[src/rtl/ahb3lite_pkg.sv]
// AHB-Lite encodings and the DMA read master state type shared by the
// read master and its testbench.
package ahb3lite_pkg;

   localparam logic [1:0] HTRANS_IDLE   = 2'b00;
   localparam logic [1:0] HTRANS_BUSY   = 2'b01;
   localparam logic [1:0] HTRANS_NONSEQ = 2'b10;
   localparam logic [1:0] HTRANS_SEQ    = 2'b11;

   localparam logic [2:0] HBURST_INCR = 3'b001;
   localparam logic [2:0] HSIZE_WORD  = 3'b010;

   typedef enum logic [2:0] {
      IDLE,
      ADDR,
      BURST,
      LAST,
      DONE,
      ERR
   } dma_rd_state_t;

endpackage

[src/rtl/dma_rd_fifo.sv]
// Read-data FIFO between the AHB data phase and the downstream consumer.
// Pointers carry one extra bit so full and empty are told apart without a flag.
module dma_rd_fifo #(
   parameter int FIFO_DEPTH = 4,
   parameter int WIDTH      = 32
) (
   input  logic                          HCLK,
   input  logic                          HRESET,
   input  logic                          push,
   input  logic [WIDTH-1:0]              push_data,
   input  logic                          pop,
   output logic [WIDTH-1:0]              head_data,
   output logic                          full,
   output logic                          empty,
   output logic [$clog2(FIFO_DEPTH):0]   count
);

   localparam int PW = $clog2(FIFO_DEPTH);
   localparam logic [PW:0] DEPTH_CNT = FIFO_DEPTH[PW:0];

   logic [WIDTH-1:0] mem [FIFO_DEPTH];
   logic [PW:0]      wr_ptr;
   logic [PW:0]      rd_ptr;
   logic             do_push;
   logic             do_pop;

   assign count     = wr_ptr - rd_ptr;
   assign empty     = (count == '0);
   assign full      = (count == DEPTH_CNT);
   assign do_pop    = pop && !empty;
   assign do_push   = push && (!full || do_pop);
   assign head_data = mem[rd_ptr[PW-1:0]];

   always_ff @(posedge HCLK or posedge HRESET) begin
      if (HRESET) begin
         wr_ptr <= '0;
         rd_ptr <= '0;
      end else begin
         if (do_push) wr_ptr <= wr_ptr + 1'b1;
         if (do_pop)  rd_ptr <= rd_ptr + 1'b1;
      end
   end

   always_ff @(posedge HCLK) begin
      if (do_push) mem[wr_ptr[PW-1:0]] <= push_data;
   end

   // The master's credit check must make a push into a full FIFO impossible.
   no_overflow: assert property (@(posedge HCLK) disable iff (HRESET)
      !(push && full && !do_pop));

endmodule

[src/rtl/ahb_dma_read_master.sv]
// AHB-Lite INCR word-read master executing one DMA read command at a time;
// read data is streamed through dma_rd_fifo toward the consumer.
module ahb_dma_read_master
   import ahb3lite_pkg::*;
#(
   parameter int         FIFO_DEPTH = 4,
   parameter logic [3:0] HPROT_VAL  = 4'b0011
) (
   input  logic        HCLK,
   input  logic        HRESET,
   input  logic        NewCommandOn,
   input  logic [5:0]  i_RCC_BUFFER_LENGTH,
   input  logic [15:0] i_RCC_DMA_ADDR_HIGH,
   input  logic [15:0] i_RCC_DMA_ADDR_LOW,
   output logic        Master_Done,
   output logic        o_error,
   output logic [31:0] HADDR,
   output logic [1:0]  HTRANS,
   output logic [2:0]  HBURST,
   output logic [2:0]  HSIZE,
   output logic        HWRITE,
   output logic [3:0]  HPROT,
   output logic        HMASTLOCK,
   input  logic [31:0] HRDATA,
   input  logic        HREADY,
   input  logic        HRESP,
   output logic [31:0] o_rd_data,
   output logic        o_rd_valid,
   input  logic        i_rd_ready
);

   localparam int PW = $clog2(FIFO_DEPTH);
   localparam int CW = PW + 1;
   localparam logic [CW:0] DEPTH_W = FIFO_DEPTH[CW:0];

   dma_rd_state_t state, state_next;
   logic          cmd_q;
   logic          accept;
   logic [1:0]    htrans_q, htrans_next;
   logic [31:0]   haddr_q, haddr_next;
   logic [31:0]   next_addr;
   logic [5:0]    remaining, remaining_next;
   logic [5:0]    rem_after;
   logic          dphase_q, dphase_next;
   logic          error_q, error_next;
   logic          addr_active;
   logic          beat_accepted;
   logic          first_beat;
   logic          err_first, err_last;
   logic          push, pop;
   logic          fifo_full, fifo_empty;
   logic [PW:0]   fifo_count;
   logic [CW:0]   committed;
   logic          credit_ok;

   assign accept        = (state == IDLE) && NewCommandOn && !cmd_q;
   assign addr_active   = htrans_q[1];
   assign beat_accepted = HREADY && addr_active;
   assign rem_after     = remaining - {5'b0, beat_accepted};
   assign next_addr     = beat_accepted ? haddr_q + 32'd4 : haddr_q;
   assign first_beat    = (state == ADDR) && !beat_accepted;
   assign err_first     = dphase_q && HRESP && !HREADY;
   assign err_last      = dphase_q && HRESP && HREADY;
   assign push          = dphase_q && HREADY && !HRESP;
   assign pop           = i_rd_ready;

   // Entries already owed: stored words, the word landing this cycle and the
   // beat moving into its data phase; pops are ignored to stay conservative.
   assign committed = {1'b0, fifo_count} + {{CW{1'b0}}, push} + {{CW{1'b0}}, addr_active};
   assign credit_ok = !fifo_full && (committed < DEPTH_W);

   always_ff @(posedge HCLK or posedge HRESET) begin
      if (HRESET) begin
         state     <= IDLE;
         cmd_q     <= 1'b0;
         htrans_q  <= HTRANS_IDLE;
         haddr_q   <= '0;
         remaining <= '0;
         dphase_q  <= 1'b0;
         error_q   <= 1'b0;
      end else begin
         state     <= state_next;
         cmd_q     <= NewCommandOn;
         htrans_q  <= htrans_next;
         haddr_q   <= haddr_next;
         remaining <= remaining_next;
         dphase_q  <= dphase_next;
         error_q   <= error_next;
      end
   end

   // Address phase of beat n+1 overlaps data phase of beat n; the address
   // side only moves on HREADY except when an error response cancels it.
   always_comb begin
      state_next     = state;
      htrans_next    = htrans_q;
      haddr_next     = next_addr;
      remaining_next = rem_after;
      dphase_next    = HREADY ? addr_active : dphase_q;
      error_next     = error_q;
      case (state)
         IDLE: begin
            if (accept) begin
               error_next     = 1'b0;
               haddr_next     = {i_RCC_DMA_ADDR_HIGH, i_RCC_DMA_ADDR_LOW} & 32'hFFFF_FFFC;
               remaining_next = i_RCC_BUFFER_LENGTH;
               if (i_RCC_BUFFER_LENGTH == 6'd0) begin
                  state_next = DONE;
               end else begin
                  state_next = ADDR;
                  if (HREADY && credit_ok) htrans_next = HTRANS_NONSEQ;
               end
            end
         end
         ADDR, BURST, LAST: begin
            if (err_first) begin
               htrans_next = HTRANS_IDLE;
            end else if (err_last) begin
               htrans_next = HTRANS_IDLE;
               dphase_next = 1'b0;
               error_next  = 1'b1;
               state_next  = ERR;
            end else if (HREADY) begin
               if (state == LAST) begin
                  state_next = DONE;
               end else if (rem_after == 6'd0) begin
                  htrans_next = HTRANS_IDLE;
                  state_next  = LAST;
               end else begin
                  if (state == ADDR && beat_accepted) state_next = BURST;
                  if (credit_ok) begin
                     htrans_next = (first_beat || next_addr[9:0] == 10'd0) ? HTRANS_NONSEQ
                                                                           : HTRANS_SEQ;
                  end else begin
                     htrans_next = first_beat ? HTRANS_IDLE : HTRANS_BUSY;
                  end
               end
            end
         end
         DONE: state_next = IDLE;
         ERR:  state_next = IDLE;
         default: state_next = IDLE;
      endcase
   end

   dma_rd_fifo #(
      .FIFO_DEPTH (FIFO_DEPTH),
      .WIDTH      (32)
   ) u_fifo (
      .HCLK      (HCLK),
      .HRESET    (HRESET),
      .push      (push),
      .push_data (HRDATA),
      .pop       (pop),
      .head_data (o_rd_data),
      .full      (fifo_full),
      .empty     (fifo_empty),
      .count     (fifo_count)
   );

   assign o_rd_valid  = !fifo_empty;
   assign Master_Done = (state == DONE) || (state == ERR);
   assign o_error     = error_q;
   assign HADDR       = haddr_q;
   assign HTRANS      = htrans_q;
   assign HBURST      = HBURST_INCR;
   assign HSIZE       = HSIZE_WORD;
   assign HWRITE      = 1'b0;
   assign HPROT       = HPROT_VAL;
   assign HMASTLOCK   = 1'b0;

endmodule

[config.mk]
export PLATFORM = sky130hd
export DESIGN_NAME = ahb_dma_read_master
export DESIGN_NICKNAME = d
export VERILOG_FILES = /design/src/rtl/ahb3lite_pkg.sv /design/src/rtl/dma_rd_fifo.sv /design/src/rtl/ahb_dma_read_master.sv
export SDC_FILE = /design/constraint.sdc
export NUM_CORES = 1
export LEC_CHECK = 0
export ABC_AREA = 1
export BUFFER_PORTS_ARGS = -buffer_cell sky130_fd_sc_hd__buf_2
export CAP_MARGIN = 20
export CORE_MARGIN = 2
export CORE_UTILIZATION = 50
export CTS_CLUSTER_DIAMETER = 60
export DETAILED_ROUTE_END_ITERATION = 6
export GPL_ROUTABILITY_DRIVEN = 0
export GPL_TIMING_DRIVEN = 0
export PLACE_DENSITY = 0.77
export SYNTH_ARGS = -nofsm -noshare
export SYNTH_HDL_FRONTEND = slang
export SYNTH_HIERARCHICAL = 1
export SYNTH_SLANG_ARGS = --single-unit
[constraint.sdc]
create_clock -name HCLK -period 4.6 [get_ports HCLK]
set_input_delay 0.23 -clock HCLK [delete_from_list [all_inputs] [get_ports HCLK]]
set_output_delay 0.23 -clock HCLK [all_outputs]
set_load 0.03 [all_outputs]
; ---- After elaboration in Yosys (flattened, before gate mapping)
; Memory sizes are Yosys's and may differ from the RTL's.
; Index checks and enable logic that the tools add are counted.
[totals]
ff_bits = 52
ramBits = 128
out_inout_bits = 81
memories = 1
[classes]
addsub = 7
magnitude_cmp = 1
n_eq_ne = 15
mux = 36
reduce_logical = 33
[memory_table]
columns = name, words, width, rd, rd_clocked_by_memory_dff, write_ports, line
row1 = u_fifo.mem, 4, 32, 1, 0, 1, dma_rd_fifo.sv:21  ; logic [WIDTH-1:0] mem [FIFO_DEPTH];
[ops]
columns = op, n
row1 = $mux W32, 3
row2 = $add A32 B3 Y32 const B, 1
row3 = $mux W3, 8
row4 = $mux W2, 9
row5 = $logic_and A1 B1 Y1, 14
row6 = $logic_not A6 Y1, 2
row7 = $mux W6, 2
row8 = $mux W1, 11
row9 = $logic_not A10 Y1, 1
row10 = $eq A3 B3 Y1 const B, 3
row11 = $ne A2 B2 Y1 const B, 4
row12 = $ne A4 B4 Y1 const B, 2
row13 = $reduce_and A4 Y1, 2
row14 = $add A3 B1 Y3 const B, 2
row15 = $eq A3 B2 Y1 const B, 2
row16 = $logic_not A1 Y1, 6
row17 = $logic_not A3 Y1, 2
row18 = $pmux W3 S2, 1
row19 = $reduce_and A6 Y1, 1
row20 = $sub A6 B1 Y6, 1
row21 = $ne A5 B5 Y1 const B, 1
row22 = $add A3 B1 Y4, 1
row23 = $add A4 B1 Y4, 1
row24 = $lt A4 B3 Y1 const B, 1
row25 = 9 further kinds, 11

; ---- Longest topological paths before layout
[logic_depth]
word_depth = 13
depth_mapped = 14
mapped_depth_nobuf = 14

; ---- Hierarchy
; Netlist, hierarchy kept.
[modules_own_cells]
columns = module, instances, cells_each, area_each_um2
row1 = dma_rd_fifo, 1, 373, 5242.5
row2 = ahb_dma_read_master, 1, 460, 3100.5

; ---- Worst setup path after synthesis
; Ideal clock, no wire load.
[synth_path]
kind = register -> register
startpoint = register u_fifo.wr_ptr[0]
endpoint = memory u_fifo.mem[0][0], enable pin
setup_ns = 0.421
arrival_ns = 2.816
path_slack_ns = 1.363
stages_incl_launch_ff = 9
n_path_buf = 0
path_cell_list = dfrtp_1 -> inv_1 -> ha_1 -> fa_1 -> nand2_1 -> inv_1 -> nand3_4 -> nand2_4 -> nor2_1
[synth_between]
elab_chain_len = 8
word_cells_on_any_way = 10
[synth_rtl]
columns = item, line
row1 = "start, declared", dma_rd_fifo.sv:22  ; logic [PW:0] wr_ptr;
row2 = "start signal, assigned", dma_rd_fifo.sv:39  ; if (do_push) wr_ptr <= wr_ptr + 1'b1;
row3 = $sub A3 B3 Y3, dma_rd_fifo.sv:27  ; assign count = wr_ptr - rd_ptr;
row4 = $logic_not A3 Y1, dma_rd_fifo.sv:28  ; assign empty = (count == '0);
row5 = $logic_not A1 Y1, dma_rd_fifo.sv:30  ; assign do_pop = pop && !empty;
row6 = $logic_and A1 B1 Y1, dma_rd_fifo.sv:30
row7 = $logic_or A1 B1 Y1, dma_rd_fifo.sv:31  ; assign do_push = push && (!full || do_pop);
row8 = $logic_and A1 B1 Y1, dma_rd_fifo.sv:31
row9 = $mux W1, dma_rd_fifo.sv:45  ; if (do_push) mem[wr_ptr[PW-1:0]] <= push_data;
row10 = $mux W1 (not written as such), dma_rd_fifo.sv:45
row11 = "end, declared", dma_rd_fifo.sv:21
; Parallel ways exist; a longest one is shown, timed or not.

; ---- Final worst setup path
[layout_path]
startpoint = register u_fifo.wr_ptr[0]
endpoint = memory u_fifo.mem[1][22], enable pin
; The elaborated chain is that of the path after synthesis.

==> flow_metrics.env <==
export IMPL_ys_flop_type="edfxtp_1"
export IMPL_syn_cell_area_um2=8340
export IMPL_cts_sinks=178
export IMPL_synth_simple_area_share=0.211
export IMPL_grt_setup_unrepaired="no"
export IMPL_skew_ns=0.0109
export IMPL_synth_seq_cells=178
export IMPL_first_pass_iters=4
export IMPL_hp_class="in -> reg"
export IMPL_wl_um=19400
export IMPL_cts_buffers=17
export IMPL_drc_errors=0
export IMPL_netlist_instances=833
export IMPL_max_vdd_ir_drop_v=0.000396
export IMPL_min_path_cells=3
export IMPL_ctsResizeCount=0
export IMPL_slowest_delay_ns=0.48
export IMPL_post_dp_hpwl_um=13100
export IMPL_worstPathRequired_ns=4.74
export IMPL_syn_to_final_growth_pct=25.1
export IMPL_synth_top_family_by_area="simple AND/OR/NAND/NOR gates"
export IMPL_min_period_over_period=0.571
export IMPL_synthMuxAreaShare=0
export IMPL_path_class="reg -> reg"
export IMPL_avgSynthCellArea_um2=10.0
export IMPL_grt_pass1_vias=6395
export IMPL_fp_dieH_um=133
export IMPL_synth_compound_area_share=0.0877
export IMPL_die_area_um2=17700
export IMPL_ff2ff_setup_slack_ns=1.97
export IMPL_crit_chain="inv_1 > ha_1 > fa_1 > nand2_1 > inv_1 > nand3_4 > nand2_4 > nor2_4 > buf_16"
export IMPL_ant_nets=0
export IMPL_core_area_um2=16500
export IMPL_grt_ovfl_total=0
export IMPL_r2r_end="u_fifo/mem[1][22]"
export IMPL_vias=6501
export IMPL_maxSlewHeadroom=0.625
export IMPL_hold_violations=0
export IMPL_grt_use_total=0.224
export IMPL_avgRoutedWirePerCell_um=15.2
export IMPL_hold_end="HADDR[2]"
export IMPL_grtUsageMet3=0.0472
export IMPL_slew_viol_final=0
export IMPL_period_needed_ns=2.63
export IMPL_crit_path_frequent_cell="inv_1"
export IMPL_holdCritStartpoint="i_RCC_DMA_ADDR_LOW[2]"
export IMPL_initial_core_util=0.507
export IMPL_fp_row_count=47
export IMPL_r2r_start="u_fifo/wr_ptr[0]"
export IMPL_synth_xor_area_frac=0.0105
export IMPL_crit_slowest_cell="nor2_4"
export IMPL_reg2reg_depth=9
export IMPL_worstPathMaxFanout=18
export IMPL_yosys_warnings=6
export IMPL_crit_path_start_kind="register"
export IMPL_met1_usage=0.287
export IMPL_drv_cap=0
export IMPL_p_per_area_nw_per_um2=659
export IMPL_h_tree_depth=4
export IMPL_status="complete, no violations"
export IMPL_clk_pin_slew_ns=0.07
export IMPL_drive_gt1_frac=0.231
export IMPL_met2_usage=0.372
export IMPL_clk_path_buf_depth=2
export IMPL_cts_tree="yes"
export IMPL_arrival_ns=2.77
export IMPL_top_usage_layer="met2"
export IMPL_tns_ns=0
export IMPL_grt_pass1_wl_um=30800
export IMPL_max_freq_mhz=381
export IMPL_chipWidth_um=133
export IMPL_critPathCaptureType="register"
export IMPL_synth_edff_count=128
export IMPL_cts_root_buf="clkbuf_16"
export IMPL_ios=157
export IMPL_finalCoreUtilization=0.634
export IMPL_via_per_inst=5.11
export IMPL_worst_pin_slew_ns=0.562
export IMPL_synth_fa_ha_area_frac=0.0174
export IMPL_io_buffers=140
export IMPL_ys_seq_area_frac=0.611
export IMPL_placed_cell_area_um2=9520
export IMPL_antenna_found_initial=1
export IMPL_synthArstFlopShare=0.281
export IMPL_nNetsFinal=1125
export IMPL_drt_iter0_markers=425
export IMPL_yosysUniqueCellTypes=42
export IMPL_stdcell_area_um2=10400
export IMPL_cellLeakagePower_nw=4.49
export IMPL_clkLatencyLatePin_ns=0.43
export IMPL_finalSetupViolCount=0
export IMPL_grt_max_degree=28
## registers in the layout, indices dropped and copies added, names as in the netlist
signal,cells
u_fifo/wr_ptr,3
cmd_q,1
HTRANS,2
state,3
HADDR,30
u_fifo/mem,128
remaining,6
u_fifo/rd_ptr,3
dphase_q,1
o_error,1
## critical path, delay by kind of cell (launching register included)
kind | cells | cell delay, ns
flip-flops | 1 | 0.40
buffers and inverters | 3 | 0.42
AND/OR/NAND/NOR | 4 | 0.80
adder cells (fa/ha/maj) | 2 | 0.68
## repair_timing
| action | 4_1_cts | 5_1_grt |
|---|---|---|
| setup buffers | 0 | 0 |
| hold endpoints to repair | 85 | 0 |
| hold buffers | 29 | 0 |
## synth_stat cells, types with 4 or more instances
cell,number,share of area
nand2_1,189,0.085
edfxtp_1,128,0.46
nor2_1,115,0.052
inv_1,62,0.028
o21ai_0,62,0.037
dfrtp_1,50,0.15
nand3_1,50,0.030
o22ai_1,32,0.024
o21ai_1,23,0.014
buf_4,16,0.014
buf_2,11,0.0066
ha_1,10,0.015
nand4_1,8,0.0060
clkbuf_1,7,0.0031
xnor2_1,7,0.0073
a21oi_1,6,0.0036
buf_6,6,0.0081
nor2_4,6,0.0081
nand2_2,4,0.0030
## metrics by stage
step | power, mW | hold WS, ns | setup WS, ns | instances
6_report | 6.88 | 0.0148 | 1.97 | 1272
5_1_grt | 7.31 | 0.000982 | 1.81 | 1272
4_1_cts | 6.90 | 0.000428 | 1.96 | 1271
3_5_place_dp | 5.39 | 0.182 | 1.97 | 1210
3_3_place_gp | 5.29 | 0.164 | 0.237 | 1205
2_1_floorplan | 4.48 | 0.0210 | 1.36 | 845
## layout by cell type (no fill, tap or decap), drive strengths merged, types with 4 or more instances in the layout
cell type    count
nor2           125
conb            14
a21oi            6
inv             73
buf            179
nand2          196
edfxtp         128
o21ai           88
clkbuf          25
xnor2            7
ha              10
nand3           55
clkinv           4
o22ai           32
dlygate4sd3     29
nand4            8
dfrtp           50
## worst max path at each step
stage	startpoint	to	depth (start not counted)
6_report	u_fifo/wr_ptr[0]	u_fifo/mem[1][22]	9
2_1_floorplan	u_fifo/wr_ptr[0]	u_fifo/mem[0][0]	8
5_1_grt	u_fifo/wr_ptr[0]	u_fifo/mem[1][24]	9
3_3_place_gp	u_fifo/wr_ptr[0]	u_fifo/mem[3][9]	8
4_1_cts	u_fifo/wr_ptr[0]	u_fifo/mem[1][19]	9
3_5_place_dp	u_fifo/wr_ptr[0]	u_fifo/mem[1][9]	9
## metal layers
metal | wire length, µm | share of wire | vias up
li1 | - | - | 3209
met2 | 9450 | 0.49 | 283
met1 | 7900 | 0.41 | 2974
met3 | 1560 | 0.080 | 35
met5 | 0 | 0 | -
met4 | 469 | 0.024 | 0
## cell families (layout without fill, tap and decap cells)
family | Yosys count | after routing
flip-flops | 178 | 178
XOR/XNOR | 10 | 10
AND/OR/NAND/NOR | 394 | 394
adder cells (fa/ha/maj) | 11 | 11
AO/OA/AOI/OAI | 133 | 133
buffers and inverters | 105 | 311
other | 2 | 15
## power breakdown
part	total [mW]	switching [mW]	internal, mW
logic	3.10	2.13	0.967
registers	2.30	0.287	2.01
clock network	1.49	0.694	0.793
total	6.88	3.11	3.77
## cell type report
type / count / area [µm²]
clock inverter: 15 / 195
clock buffer: 17 / 425
inverter: 63 / 236
fill: 1314 / 6030
buffer: 42 / 278
multi-input combinational: 562 / 2810
tap: 220 / 275
sequential: 178 / 5090
antenna: 1 / 2.50
timing repair buffer: 174 / 1120
(Power assumes the default switching activity.)
